--- config.mk ---
export PLATFORM = sky130hd
export DESIGN_NAME = el2_dec_ib_fifo
export DESIGN_NICKNAME = d
export VERILOG_FILES = /design/src/rtl/el2_dec_ib_fifo.sv
export SDC_FILE = /design/constraint.sdc
export NUM_CORES = 1
export LEC_CHECK = 0
export ABC_AREA = 1
export CAP_MARGIN = 30
export CORE_ASPECT_RATIO = 2
export CORE_MARGIN = 2
export CORE_UTILIZATION = 45
export DETAILED_ROUTE_END_ITERATION = 16
export GPL_ROUTABILITY_DRIVEN = 0
export PLACE_DENSITY = 0.7
export SLEW_MARGIN = 10
export SYNTH_ARGS = -nofsm -noshare
export SYNTH_HDL_FRONTEND = slang
export SYNTH_SLANG_ARGS = --single-unit
--- constraint.sdc ---
create_clock -name clk -period 8.6 [get_ports clk]
set_input_delay 1.72 -clock clk [delete_from_list [all_inputs] [get_ports clk]]
set_output_delay 1.72 -clock clk [all_outputs]
set_load 0.01 [all_outputs]
--- src/rtl/el2_dec_ib_fifo.sv ---
// Decode instruction buffer: a DEPTH-entry fetch FIFO with an optional empty-buffer
// bypass, plus a one-entry debug command slot that takes priority over fetch.
module el2_dec_ib_fifo #(
    parameter int DEPTH    = 4,
    parameter int SB_WIDTH = 64,
    parameter int BYPASS   = 1
) (
    input  logic                     clk,
    input  logic                     rst,

    input  logic                     ifu_i0_valid,
    output logic                     ifu_ib_ready,
    input  logic [31:0]              ifu_i0_instr,
    input  logic [31:1]              ifu_i0_pc,
    input  logic                     ifu_i0_pc4,
    input  logic                     ifu_i0_icaf,
    input  logic                     ifu_i0_icaf_second,
    input  logic                     ifu_i0_dbecc,
    input  logic [1:0]               ifu_i0_icaf_type,
    input  logic [SB_WIDTH-1:0]      ifu_i0_sb,

    input  logic                     dec_i0_decode_d,
    input  logic                     exu_flush_final,

    input  logic                     dbg_cmd_valid,
    input  logic                     dbg_cmd_write,
    input  logic [1:0]               dbg_cmd_type,
    input  logic [31:0]              dbg_cmd_addr,
    output logic                     dbg_cmd_ready,

    output logic                     dec_ib0_valid_d,
    output logic                     dec_debug_valid_d,
    output logic [31:0]              dec_i0_instr_d,
    output logic [31:1]              dec_i0_pc_d,
    output logic                     dec_i0_pc4_d,
    output logic                     dec_i0_icaf_d,
    output logic                     dec_i0_icaf_second_d,
    output logic                     dec_i0_dbecc_d,
    output logic [1:0]               dec_i0_icaf_type_d,
    output logic [SB_WIDTH-1:0]      dec_i0_sb_d,
    output logic                     dec_debug_wdata_rs1_d,
    output logic                     dec_debug_fence_d,
    output logic [$clog2(DEPTH):0]   dec_ib_count
);

    localparam int PTR_W = $clog2(DEPTH);
    localparam int CNT_W = PTR_W + 1;

    typedef enum logic [1:0] {
        DBG_GPR = 2'd0,
        DBG_CSR = 2'd1,
        DBG_MEM = 2'd2
    } dbg_type_e;

    typedef struct packed {
        logic [31:0]         instr;
        logic [31:1]         pc;
        logic                pc4;
        logic                icaf;
        logic                icaf_second;
        logic                dbecc;
        logic [1:0]          icaf_type;
        logic [SB_WIDTH-1:0] sb;
    } ib_entry_t;

    ib_entry_t          storage_q [DEPTH];
    ib_entry_t          in_entry;
    ib_entry_t          head_entry;

    logic [PTR_W-1:0]   wr_ptr_q, wr_ptr_d;
    logic [PTR_W-1:0]   rd_ptr_q, rd_ptr_d;
    logic [CNT_W-1:0]   count_q, count_d;
    logic               dbg_pending_q, dbg_pending_d;
    logic [31:0]        dbg_instr_q, dbg_instr_d;
    logic               dbg_wr_q, dbg_wr_d;
    logic               dbg_fence_q, dbg_fence_d;

    logic               empty, full;
    logic               dbg_acc, enq, byp, deq, wr_en;
    logic [31:0]        dbg_enc;
    logic               unused_addr;

    assign unused_addr = ^dbg_cmd_addr[31:12];

    assign in_entry = '{
        instr:       ifu_i0_instr,
        pc:          ifu_i0_pc,
        pc4:         ifu_i0_pc4,
        icaf:        ifu_i0_icaf,
        icaf_second: ifu_i0_icaf_second,
        dbecc:       ifu_i0_dbecc,
        icaf_type:   ifu_i0_icaf_type,
        sb:          ifu_i0_sb
    };

    assign empty   = (count_q == '0);
    assign full    = (count_q == CNT_W'(DEPTH));
    assign dbg_acc = dbg_cmd_valid & (dbg_cmd_type != DBG_MEM) & ~dbg_pending_q & empty;

    // Ready deliberately ignores a same-cycle decode: no decode-to-ready timing path.
    assign ifu_ib_ready  = ~full & ~dbg_pending_q & ~dbg_acc & ~exu_flush_final;
    assign dbg_cmd_ready = dbg_acc;

    assign enq   = ifu_i0_valid & ifu_ib_ready;
    assign byp   = (BYPASS != 0) & empty & enq;
    assign wr_en = enq & ~(byp & dec_i0_decode_d);
    assign deq   = dec_i0_decode_d & ~empty & ~dbg_pending_q;

    always_comb begin
        // NOTE: every always_comb target gets a default first so no latch is inferred.
        dbg_enc = 32'h0000_6033;
        if (dbg_cmd_type == DBG_CSR) begin
            dbg_enc = (dbg_cmd_write ? 32'h0000_1073 : 32'h0000_2073)
                    | {dbg_cmd_addr[11:0], 20'b0};
        end else if (dbg_cmd_write) begin
            dbg_enc = 32'h0000_6033 | {20'b0, dbg_cmd_addr[4:0], 7'b0};
        end else begin
            dbg_enc = 32'h0000_6033 | {12'b0, dbg_cmd_addr[4:0], 15'b0};
        end
    end

    always_comb begin
        wr_ptr_d = wr_ptr_q;
        rd_ptr_d = rd_ptr_q;
        count_d  = count_q;
        if (exu_flush_final) begin
            wr_ptr_d = '0;
            rd_ptr_d = '0;
            count_d  = '0;
        end else begin
            if (wr_en) wr_ptr_d = wr_ptr_q + PTR_W'(1);
            if (deq)   rd_ptr_d = rd_ptr_q + PTR_W'(1);
            count_d = count_q + CNT_W'(wr_en) - CNT_W'(deq);
        end
    end

    always_comb begin
        dbg_pending_d = dbg_pending_q;
        dbg_instr_d   = dbg_instr_q;
        dbg_wr_d      = dbg_wr_q;
        dbg_fence_d   = dbg_fence_q;
        if (dbg_acc) begin
            dbg_pending_d = 1'b1;
            dbg_instr_d   = dbg_enc;
            dbg_wr_d      = dbg_cmd_write;
            dbg_fence_d   = (dbg_cmd_type == DBG_CSR) & dbg_cmd_write
                          & (dbg_cmd_addr[11:0] == 12'h7C4);
        end else if (dbg_pending_q & dec_i0_decode_d) begin
            dbg_pending_d = 1'b0;
        end
    end

    always_ff @(posedge clk) begin
        // NOTE: state registers use non-blocking assignments so every flop samples pre-edge values.
        if (rst) begin
            wr_ptr_q      <= '0;
            rd_ptr_q      <= '0;
            count_q       <= '0;
            dbg_pending_q <= 1'b0;
            dbg_instr_q   <= '0;
            dbg_wr_q      <= 1'b0;
            dbg_fence_q   <= 1'b0;
        end else begin
            wr_ptr_q      <= wr_ptr_d;
            rd_ptr_q      <= rd_ptr_d;
            count_q       <= count_d;
            dbg_pending_q <= dbg_pending_d;
            dbg_instr_q   <= dbg_instr_d;
            dbg_wr_q      <= dbg_wr_d;
            dbg_fence_q   <= dbg_fence_d;
        end
    end

    // NOTE: storage is not reset; count and pointers alone decide which entries are live.
    always_ff @(posedge clk) begin
        if (wr_en) storage_q[wr_ptr_q] <= in_entry;
    end

    always_comb begin
        head_entry = '0;
        if (dbg_pending_q) begin
            head_entry.instr = dbg_instr_q;
        end else if (!empty) begin
            head_entry = storage_q[rd_ptr_q];
        end else if (byp) begin
            head_entry = in_entry;
        end
    end

    assign dec_ib0_valid_d       = dbg_pending_q | ~empty | byp;
    assign dec_debug_valid_d     = dbg_pending_q;
    assign dec_i0_instr_d        = head_entry.instr;
    assign dec_i0_pc_d           = head_entry.pc;
    assign dec_i0_pc4_d          = head_entry.pc4;
    assign dec_i0_icaf_d         = head_entry.icaf;
    assign dec_i0_icaf_second_d  = head_entry.icaf_second;
    assign dec_i0_dbecc_d        = head_entry.dbecc;
    assign dec_i0_icaf_type_d    = head_entry.icaf_type;
    assign dec_i0_sb_d           = head_entry.sb;
    assign dec_debug_wdata_rs1_d = dbg_pending_q & dbg_wr_q;
    assign dec_debug_fence_d     = dbg_pending_q & dbg_fence_q;
    assign dec_ib_count          = count_q;

endmodule

* Yosys cells after proc, flatten, opt, wreduce, memory -nomap -nowiden
Memory sizes are Yosys's and may differ from the RTL's. A register that Yosys moved wholly into a read port is not among the register bits.
Index checks and enable logic that the tools add are counted.
** Storage, ports and cells
- Memories kept :: 1
- Flip-flop bits (word level) :: 42
- Output and inout bits :: 142
- Bits of input ports :: 174
- Bits in writable memories :: 532
** Memories
- storage_q :: words 4, bits a word 133, read ports 1, clocked after Yosys merged registers in 1, wr ports 1, RTL line 66 : ib_entry_t storage_q [DEPTH];
** Operators by class
- Bitwise logic cells :: 26
- $add $sub $neg :: 4
- Muxes and demuxes :: 13
- Reduce and logical (&&, ||, !) cells :: 3
- Equality and inequality tests :: 4
** Operators with widths (number)
- 133-bit two-way mux :: 2
- 101-bit two-way mux :: 1
- 32-bit two-way mux :: 2
- 14-bit by 32-bit OR with 32-bit output :: 1
- 20-bit two-way mux :: 1
- 1-bit bitwise AND :: 17
- 14-bit two-way mux :: 1
- 12-bit by 11-bit == test with 1-bit output (second input constant) :: 1
- 1-bit NOT :: 6
- 2-bit by 1-bit adder with 2-bit output (second input constant) :: 2
- 1-bit two-way mux :: 4
- 2-bit two-way mux :: 2
- 3-bit by 1-bit adder with 3-bit output :: 1
- 3-bit == test (second input constant) :: 1
- 3-bit logical NOT :: 1
- 3-bit by 1-bit subtractor with 3-bit output :: 1
- 2-bit by 1-bit == test with 1-bit output (second input constant) :: 1
- 2-bit != test (second input constant) :: 1
- 1-bit OR :: 2
- 2-bit nonzero test :: 1
- 2-bit OR reduction :: 1

* Longest topological paths before layout
Gate-level depths: netlist (run 1).
- Depth in word-level cells :: 14
- Gate-level depth with buffers :: 14

* Least setup slack after synthesis (run 1)
OpenSTA, ideal clock, no wires.
- Kind :: input to register
- Start :: input dbg_cmd_type[0]
- End :: memory storage_q[0][0] in the netlist's numbering, enable pin
- Slack :: -29 ps
- Arrival :: 8001 ps
- Path buffers :: 0
- Data required time :: 7972 ps
- Cell stages on the path :: 7
- Cells stage by stage :: inv_1 -> nand2_1 -> nand2_1 -> nor2_4 -> nor2_1 -> nand3_2 -> nor2_1
** On the way
- Word-level cells in the longest chain between the ends :: 14
** Ends and longest elaborated chain
- from (decl) :: RTL line 27 : input logic [1:0] dbg_cmd_type,
- 2-bit != test * :: RTL line 98 : assign dbg_acc = dbg_cmd_valid & (dbg_cmd_type != DBG_MEM) & ~dbg_pending_q & empty;
- 1-bit bitwise AND * (3 in series) :: RTL line 98
- net dbg_cmd_ready :: RTL line 29 : output logic dbg_cmd_ready,
- 1-bit NOT * :: RTL line 101 : assign ifu_ib_ready = ~full & ~dbg_pending_q & ~dbg_acc & ~exu_flush_final;
- 1-bit bitwise AND * (2 in series) :: RTL line 101
- net ifu_ib_ready :: RTL line 12 : output logic ifu_ib_ready,
- 1-bit bitwise AND * :: RTL line 104 : assign enq = ifu_i0_valid & ifu_ib_ready;
- 1-bit bitwise AND :: RTL line 105 : assign byp = (BYPASS != 0) & empty & enq;
- 1-bit bitwise AND :: RTL line 106 : assign wr_en = enq & ~(byp & dec_i0_decode_d);
- 1-bit NOT :: RTL line 106
- 1-bit bitwise AND * :: RTL line 106
- 1-bit two-way mux * :: RTL line 176 : if (wr_en) storage_q[wr_ptr_q] <= in_entry;
- 1-bit two-way mux (not written as such) * :: RTL line 176
- to (decl) :: RTL line 66
Mark *: on every way through the listed nets, which the timed path passes. The rest lies on a longest branch.

* Worst setup path after layout (run 1)
- Start :: input exu_flush_final
- End :: output dec_i0_pc_d[4] in the netlist's numbering
** On the way
- Word-level cells in the longest chain between the ends :: 7
** Ends and longest elaborated chain
- from (decl) :: RTL line 23 : input logic exu_flush_final,
- 1-bit NOT :: RTL line 101
- 1-bit bitwise AND :: RTL line 101
- 1-bit bitwise AND :: RTL line 104
- 1-bit bitwise AND :: RTL line 105
- 133-bit two-way mux :: RTL line 185 : end else if (byp) begin
- 133-bit two-way mux :: RTL line 183 : end else if (!empty) begin
- 101-bit two-way mux :: RTL line 181 : if (dbg_pending_q) begin
- to (decl) :: RTL line 34 : output logic [31:1] dec_i0_pc_d,
No other way between the ends.

==> results of run 1 <==
synthesized netlist by cell type:
cell type and count:
o21bai_1 4, fa_1 1, buf_6 11, buf_1 30
inv_1 25, buf_2 28, nand4_4 1, nor2_1 82
ha_1 6, and3_1 1, dfxtp_1 39, clkbuf_1 66
nand2_1 723, nand2_4 1, nor3_1 3, buf_12 1
edfxtp_1 532, inv_2 3, nand3b_1 1, nand4_1 1
inv_4 2, a21oi_1 160, nand3_2 2, nor2_4 3
o21ai_0 3, nand3_1 407, clkinv_1 1, buf_4 4
a21oi_2 1, xnor2_1 1, nor2_2 2, nand2_2 1
or2_2 2
flip-flops by register name, indices dropped and copies added (netlist names), named ones only:
signal and count:
rd_ptr_q 2, wr_ptr_q 2, dbg_instr_q 27, dbg_wr_q 1, storage_q 532, dec_ib_count 3, dbg_fence_q 1, dec_debug_valid_d 1
worst max-delay path, delay by kind of cell:
kind / cells / cell delay (ps)
AOI/OAI and AO/OA: 2 / 500
buffers and inverters: 5 / 1820
and+or+nand+nor: 3 / 360
cell families after synthesis:
group | Yosys count | synth area share, %
simple gates | 1230 | 22.0
flops | 571 | 70.6
buf+inv | 171 | 3.35
compound gates | 168 | 3.60
fa+ha+maj | 7 | 0.401
xor+xnor | 1 | 0.0369
per-stage QoR:
stage / total power, mW / TNS [ps] / worst slack [ps] / hold WS, ps / instance area (um2)
4_1_cts: 5.89 / 0 / 2420 / 467 / 28800
3_3_place_gp: 3.58 / 0 / 2030 / 453 / 27100
6_report: 5.84 / 0 / 2400 / 467 / 28900
3_5_place_dp: 3.59 / 0 / 2440 / 456 / 27100
5_1_grt: 6.01 / 0 / 2340 / 483 / 28900
2_1_floorplan: 3.33 / -15270 / -28.7 / 440 / 23700
area by class of cell:
class	instances	area share, %
Clock buffer	53	4.37
Multi-Input combinational cell	1406	21.5
Sequential cell	571	58.1
Antenna cell	6	0.0520
Inverter	31	0.464
Tap cell	665	2.88
Timing Repair Buffer	315	11.2
Clock inverter	37	1.43
metal layers:
layer	track usage, %	up-vias	wire (um)
li1	-	7927	-
met1	25.1	8304	23200
met2	41.3	654	33200
met3	2.67	112	3300
met4	10.6	0	2380
met5	0	-	0
worst max-delay path by stage:
| stage | from | endpoint | slack [ps] | cells after the start |
|---|---|---|---|---|
| floorplan | dbg_cmd_type[0] | storage_q[0][0] | -30 | 7 |
| global placement | exu_flush_final | dec_i0_sb_d[17] | 2030 | 10 |
| detailed placement | exu_flush_final | dec_i0_pc_d[4] | 2440 | 10 |
| CTS | exu_flush_final | dec_i0_pc_d[4] | 2420 | 10 |
| global route | exu_flush_final | dec_i0_pc_d[4] | 2340 | 10 |
| finish | exu_flush_final | dec_i0_pc_d[4] | 2400 | 10 |
power breakdown:
group | switching, mW | internal [mW]
sequential | 0.0180 | 3.06
clock | 0.997 | 1.31
combinational | 0.251 | 0.202
total | 1.27 | 4.57
==> results.sh, run 1 <==
export IMPL_clkTransAtPathRegs_ps=70
export IMPL_cts_setup_buffers=0
export IMPL_finalCritPeriodShare_pct=72.1
export IMPL_r2r_end="storage_q[1][132]"
export IMPL_cts_tree="yes"
export IMPL_placedCellCount=2986
export IMPL_yosysTopAreaCellShare_pct=67.3
export IMPL_setup_violations_final=0
export IMPL_overflow=0
export IMPL_wirelength_um=62100
export IMPL_ys_warn_count=0
export IMPL_num_vias=16997
export IMPL_h_tree_depth=2
export IMPL_start_util_pct=45.3
export IMPL_route_detailed_drc=0
export IMPL_cp_slowest_stage_delay_ps=610
export IMPL_crit_slowest_cell="clkdlybuf4s50_1"
export IMPL_fin_nets=2554
export IMPL_p_per_area_mw_per_mm2=202
export IMPL_coreArea_mm2=0.0524
export IMPL_io_buffers=295
export IMPL_vias_per_cell=5.51
export IMPL_hold_path_depth=2
export IMPL_ios=316
export IMPL_status="completed"
export IMPL_dieArea_mm2=0.0547
export IMPL_drt_first_pass_iters=5
export IMPL_hpwl_um=35700
export IMPL_r2r_start="dec_debug_valid_d"
export IMPL_synth_seq_area_share_pct=70.6
export IMPL_worstSetupPathType="primary input to output pin"
export IMPL_dr_first_iter_drc_count=1389
export IMPL_ir_drop_v=0.000176
export IMPL_slew_viol_final=0
export IMPL_final_cell_mix="723 x nand2_1, 532 x edfxtp_1, 407 x nand3_1"
export IMPL_crit_path_start_kind="primary input"
export IMPL_die_h_um=329
export IMPL_grt_pass1_wl_um=94700
export IMPL_synth_avg_cell_area_um2=11.0
export IMPL_final_common_cell="nand2_1"
export IMPL_cts_root_buf="clkbuf_16"
export IMPL_power_leakage_nw=9.96
export IMPL_synth_seq_cells=571
export IMPL_rows=119
export IMPL_timing_final_hold_violations=0
export IMPL_stdcell_count=3084
export IMPL_worstHoldStart="dbg_instr_q[12]"
export IMPL_drv_cap=0
export IMPL_ant_nets=0
export IMPL_synth_cell_types=33
export IMPL_required_ps=6880
export IMPL_rsz0062_at_grt="no"
export IMPL_postCtsHoldBufs=0
export IMPL_grt_pass1_vias=17411
export IMPL_fin_util_pct=55.1
export IMPL_skew_ps=27.6
export IMPL_clock_sinks=571
export IMPL_syn_inst=2148
export IMPL_grt_usage_pct=22.1
export IMPL_cts_made_buffers=48
export IMPL_worst_r2r_path_depth=7
export IMPL_tightest_slew_ps=1130
export IMPL_slew_headroom_pct=24.9
export IMPL_worst_skew_pair_late_latency_ps=580
export IMPL_cp_common_cell="clkdlybuf4s50_1"
export IMPL_path_max_fanout=63
export IMPL_hold_class="register to register"
export IMPL_grt_max_degree=211
export IMPL_antenna_found_initial=6
export IMPL_nFillCells=4422
export IMPL_cp_end_kind="output pin"
export IMPL_fmaxAchievable_mhz=161
export IMPL_syn_nets=2329
export IMPL_ff_latch_area_mm2=0.0168
export IMPL_area_delta_synth_final_pct=21.7
export IMPL_ys_top_cells_by_area="edfxtp_1 67%, nand2_1 11%, nand3_1 8.6%"
export IMPL_multi_input_area_mm2=0.00620
export IMPL_syn_area_mm2=0.0237
export IMPL_cts_buffer_depth=3
export IMPL_fp_dieW_um=166
export IMPL_worst_endpoint_arrival_ps=4480
export IMPL_hold_path_endpoint="dbg_instr_q[12]"
export IMPL_drive_gt1_share_pct=5.39
export IMPL_ff2ff_setup_slack_ps=4480
export IMPL_post_cts_resized=0
export IMPL_period_needed_ps=6200
export IMPL_crit_chain="clkdlybuf4s50_1 -> inv_1 -> nand2_2 -> a21oi_2 -> nand4_4 -> inv_4 -> buf_16 -> nand2_1 -> a21oi_1 -> clkdlybuf4s50_1"
export IMPL_synth_top_area_cell="edfxtp_1"
export IMPL_routedWlPerCell_um=20.1
Power figures use the tool's default switching activity.
==> run 2, diff against run 1 <==
==> constraint.sdc (replaced) <==
create_clock -name clk -period 5.7 [get_ports clk]
set_input_delay 1.14 -clock clk [delete_from_list [all_inputs] [get_ports clk]]
set_output_delay 1.14 -clock clk [all_outputs]
set_load 0.01 [all_outputs]
==> results.sh, run 2 (synthesized netlist as in run 1, its figures left out) <==
export IMPL_status="completed"
export IMPL_dr_first_iter_drc_count=1300
export IMPL_finalCritPeriodShare_pct=85.9
export IMPL_io_buffers=295
export IMPL_drt_first_pass_iters=5
export IMPL_wirelength_um=61800
export IMPL_hpwl_um=37200
export IMPL_cp_common_cell="clkdlybuf4s50_1"
export IMPL_num_vias=17064
export IMPL_post_cts_resized=0
export IMPL_fin_tns_setup_ps=0
export IMPL_ff_latch_area_mm2=0.0168
export IMPL_drive_gt1_share_pct=4.97
export IMPL_ant_nets=0
export IMPL_worst_skew_pair_late_latency_ps=580
export IMPL_drv_cap=0
export IMPL_route_detailed_drc=0
export IMPL_worst_path_buf_inv=5
export IMPL_tightest_slew_ps=1010
export IMPL_setup_violations_final=0
export IMPL_period_needed_ps=4900
export IMPL_fmaxAchievable_mhz=204
export IMPL_slew_viol_final=0
export IMPL_clkTransAtPathRegs_ps=70
export IMPL_cts_buffer_depth=3
export IMPL_area_delta_synth_final_pct=21.3
export IMPL_overflow=0
export IMPL_h_tree_depth=2
export IMPL_cts_root_buf="clkbuf_16"
export IMPL_die_h_um=329
export IMPL_largest_reg_flops=532
export IMPL_clock_sinks=571
export IMPL_hold_class="register to register"
export IMPL_timing_final_hold_violations=0
export IMPL_antenna_found_initial=1
export IMPL_fin_util_pct=54.9
export IMPL_p_per_area_mw_per_mm2=299
export IMPL_rows=119
export IMPL_required_ps=4560
export IMPL_nFillCells=4356
export IMPL_largest_register="storage_q"
export IMPL_worstSetupPathType="primary input to output pin"
export IMPL_fp_dieW_um=166
export IMPL_crit_slowest_cell="clkdlybuf4s50_1"
export IMPL_cts_tree="yes"
export IMPL_cts_made_buffers=47
export IMPL_grt_pass1_wl_um=94700
export IMPL_slew_headroom_pct=32.4
export IMPL_dieArea_mm2=0.0547
export IMPL_vias_per_cell=5.54
export IMPL_path_max_fanout=53
export IMPL_fin_nets=2560
export IMPL_grt_pass1_vias=17576
export IMPL_final_common_cell="nand2_1"
export IMPL_crit_chain="clkdlybuf4s50_1 -> inv_1 -> nand2_2 -> a21oi_2 -> nand4_4 -> inv_4 -> buf_12 -> nand2_1 -> a21oi_1 -> clkdlybuf4s50_1"
export IMPL_postCtsHoldBufs=0
export IMPL_worst_endpoint_arrival_ps=3760
export IMPL_ios=316
export IMPL_crit_path_start_kind="primary input"
export IMPL_final_cell_mix="723 x nand2_1, 532 x edfxtp_1, 407 x nand3_1"
export IMPL_grt_usage_pct=22.1
export IMPL_grt_max_degree=146
export IMPL_multi_input_area_mm2=0.00620
export IMPL_skew_ps=18.4
export IMPL_rsz0062_at_grt="no"
export IMPL_cts_setup_buffers=0
export IMPL_start_util_pct=45.3
export IMPL_cp_end_kind="output pin"
export IMPL_ir_drop_v=0.000286
export IMPL_crit_family="buffers and inverters"
export IMPL_coreArea_mm2=0.0524
export IMPL_routedWlPerCell_um=20.1
export IMPL_power_leakage_nw=9.92
export IMPL_cp_slowest_stage_delay_ps=600
run 2: cell count changes in the layout (fill, tap and decap cells not counted), sizes merged:
cell      previous run  this run
diode                6         1
clkbuf              53        63
inv                 35        34
buf                 20        27
clkinv              18        12
bufinv               8         5
clkinvlp             7         2
run 2: layout make-up:
type	instances	share of cell area (%)
Clock inverter	22	0.883
Antenna cell	1	0.00869
Inverter	31	0.465
Sequential cell	571	58.3
Tap cell	665	2.89
Clock buffer	63	4.51
Timing Repair Buffer	322	11.4
Multi-Input combinational cell	1406	21.5
run 2: power by group:
group	switching, mW	leakage, nW	total [mW]	internal [mW]
Sequential	0.0214	5.11	4.64	4.62
Combinational	0.384	4.05	0.689	0.305
Clock	1.44	0.751	3.27	1.83
run 2: final timing paths:
path                        start               to  slack (ps)  cells past startpoint
hold / removal    dbg_instr_q[24]  dbg_instr_q[24]         470                      2
setup / recovery  exu_flush_final   dec_i0_pc_d[3]         800                     10
hold reg to reg   dbg_instr_q[24]  dbg_instr_q[24]         470                      2
setup reg to reg  dec_ib_count[1]  dec_ib_count[2]        2330                     13
run 2: tightest hold or removal path, stage by stage (launching register included):
cell	delay, ps
dfxtp_1	310
nand2_1	60
a21oi_1	50
run 2: layer usage:
layer | wire (um) | vias up | GRT usage, %
met1 | 22500 | 8352 | 24.3
met2 | 33300 | 642 | 41.8
met3 | 3280 | 134 | 2.66
met5 | 0 | - | 0
li1 | - | 7936 | -
met4 | 2760 | 0 | 10.8
run 2: through the flow:
stage / total power [mW] / cell area (um2) / hold slack (ps) / std cells / worst slack [ps]
floorplan: 5.02 / 23700 / 440 / 2148 / -131
global placement: 5.41 / 27200 / 452 / 2995 / 840
detailed placement: 5.42 / 27200 / 457 / 2995 / 772
CTS: 8.66 / 28800 / 468 / 3080 / 727
global route: 8.88 / 28800 / 479 / 3081 / 633
finish: 8.60 / 28800 / 468 / 3081 / 803
==> run 3, diff against run 2 <==
--- a/config.mk
+++ b/config.mk
@@ -8,7 +8,7 @@
 export ABC_AREA = 1
 export CAP_MARGIN = 30
 export CORE_ASPECT_RATIO = 2
-export CORE_MARGIN = 2
+export CORE_MARGIN = 1.5
 export CORE_UTILIZATION = 45
 export DETAILED_ROUTE_END_ITERATION = 16
 export GPL_ROUTABILITY_DRIVEN = 0
==> results.sh, run 3 (synthesized netlist as in run 1, its figures left out) <==
export IMPL_fin_tns_setup_ps=0
export IMPL_slew_headroom_pct=30.1
export IMPL_timing_final_hold_violations=0
export IMPL_cts_buffer_depth=3
export IMPL_drive_gt1_share_pct=5.48
export IMPL_final_common_cell="nand2_1"
export IMPL_cts_tree="yes"
export IMPL_fp_dieW_um=165
export IMPL_num_vias=16937
export IMPL_dpl_cell_area_mm2=0.0272
export IMPL_fin_nets=2566
export IMPL_hpwl_um=36200
export IMPL_ant_nets=0
export IMPL_clock_sinks=571
export IMPL_cp_end_kind="output pin"
export IMPL_nFillCells=4287
export IMPL_power_leakage_nw=9.97
export IMPL_setup_violations_final=0
export IMPL_tightest_slew_ps=1050
export IMPL_h_tree_depth=2
export IMPL_drv_cap=0
export IMPL_required_ps=4560
export IMPL_antenna_found_initial=3
export IMPL_rows=118
export IMPL_grt_usage_pct=22.2
export IMPL_p_per_area_mw_per_mm2=296
export IMPL_drt_first_pass_iters=5
export IMPL_dieArea_mm2=0.0542
export IMPL_coreArea_mm2=0.0520
export IMPL_setup_ws_ps=917
export IMPL_routedWlPerCell_um=19.7
export IMPL_insertedDiodeCount=0
export IMPL_clkTransAtPathRegs_ps=60
export IMPL_postCtsHoldBufs=0
export IMPL_grt_use_met1_pct=24.6
export IMPL_place_ws_ps=909
export IMPL_status="completed"
export IMPL_fmaxAchievable_mhz=209
export IMPL_crit_path_start_kind="primary input"
export IMPL_hold_class="register to register"
export IMPL_final_cell_mix="723 x nand2_1, 532 x edfxtp_1, 407 x nand3_1"
export IMPL_io_buffers=295
export IMPL_finalCritPeriodShare_pct=83.9
export IMPL_cts_root_buf="clkbuf_16"
export IMPL_start_util_pct=45.6
export IMPL_vias_per_cell=5.49
export IMPL_p_total_mw=8.54
export IMPL_whs_ps=470
export IMPL_largest_register="storage_q"
export IMPL_wirelength_um=60900
export IMPL_path_max_fanout=51
export IMPL_post_cts_resized=0
export IMPL_met2_usage_pct=41.3
export IMPL_ir_drop_v=0.000267
export IMPL_top_usage_layer="met2"
export IMPL_period_needed_ps=4780
export IMPL_grt_max_degree=145
export IMPL_dr_first_iter_drc_count=1460
export IMPL_grt_pass1_vias=16861
export IMPL_slew_viol_final=0
export IMPL_grt_met3_usage_pct=3.23
export IMPL_area_delta_synth_final_pct=21.5
export IMPL_ios=316
export IMPL_skew_ps=15.9
export IMPL_worst_endpoint_arrival_ps=3640
export IMPL_cts_made_buffers=49
export IMPL_grt_pass1_wl_um=91300
export IMPL_overflow=0
export IMPL_worstSetupPathType="primary input to output pin"
export IMPL_die_h_um=328
export IMPL_route_detailed_drc=0
export IMPL_largest_reg_flops=532
export IMPL_finalInstanceArea_mm2=0.0288
export IMPL_worst_skew_pair_late_latency_ps=570
export IMPL_rsz0062_at_grt="no"
export IMPL_cts_setup_buffers=0
## run 3: through the flow
step	utilization, %	std cells
3_3_place_gp	52.3	2991
3_5_place_dp	52.4	2992
5_1_grt	55.4	3085
2_1_floorplan	-	2148
6_report	55.4	3085
4_1_cts	55.3	3083
## run 3: worst max-delay path, stage by stage
cell	delay, ps
clkdlybuf4s50_1	430
inv_1	100
nand2_2	60
a21oi_2	150
nand4_4	230
inv_4	180
buf_12	250
nand2_1	90
a21oi_1	300
clkdlybuf4s50_1	620
## run 3: area by class of cell
cell class	instances	area (um2)	area share (%)
clock buffers	61	1320	4.59
repair buffers	326	3350	11.6
clock inverters	30	216	0.751
well taps	660	826	2.87
inverters	31	134	0.465
flip-flops and latches	571	16800	58.2
multi-input cells	1406	6200	21.5
## run 3: metal layers
layer | part of all wire, % | wire length, um
met5 | 0.051 | 31
met4 | 3.7 | 2250
met3 | 5.8 | 3510
met2 | 54 | 32700
met1 | 37 | 22400
## run 3: power breakdown
part / internal (mW) / switching, mW / total (mW) / leakage (nW)
Sequential: 4.62 / 0.0160 / 4.64 / 5.11
Clock: 1.75 / 1.46 / 3.21 / 0.764
Combinational: 0.305 / 0.390 / 0.696 / 4.09
## run 3: path summary, 6_finish.rpt
path / from / endpoint / slack [ps] / cells after the start
min: dbg_instr_q[16] / dbg_instr_q[16] / 470 / 2
max reg2reg: dec_ib_count[2] / dec_ib_count[2] / 2500 / 13
min reg2reg: dbg_instr_q[16] / dbg_instr_q[16] / 470 / 2
max: exu_flush_final / dec_i0_pc_d[21] / 920 / 10
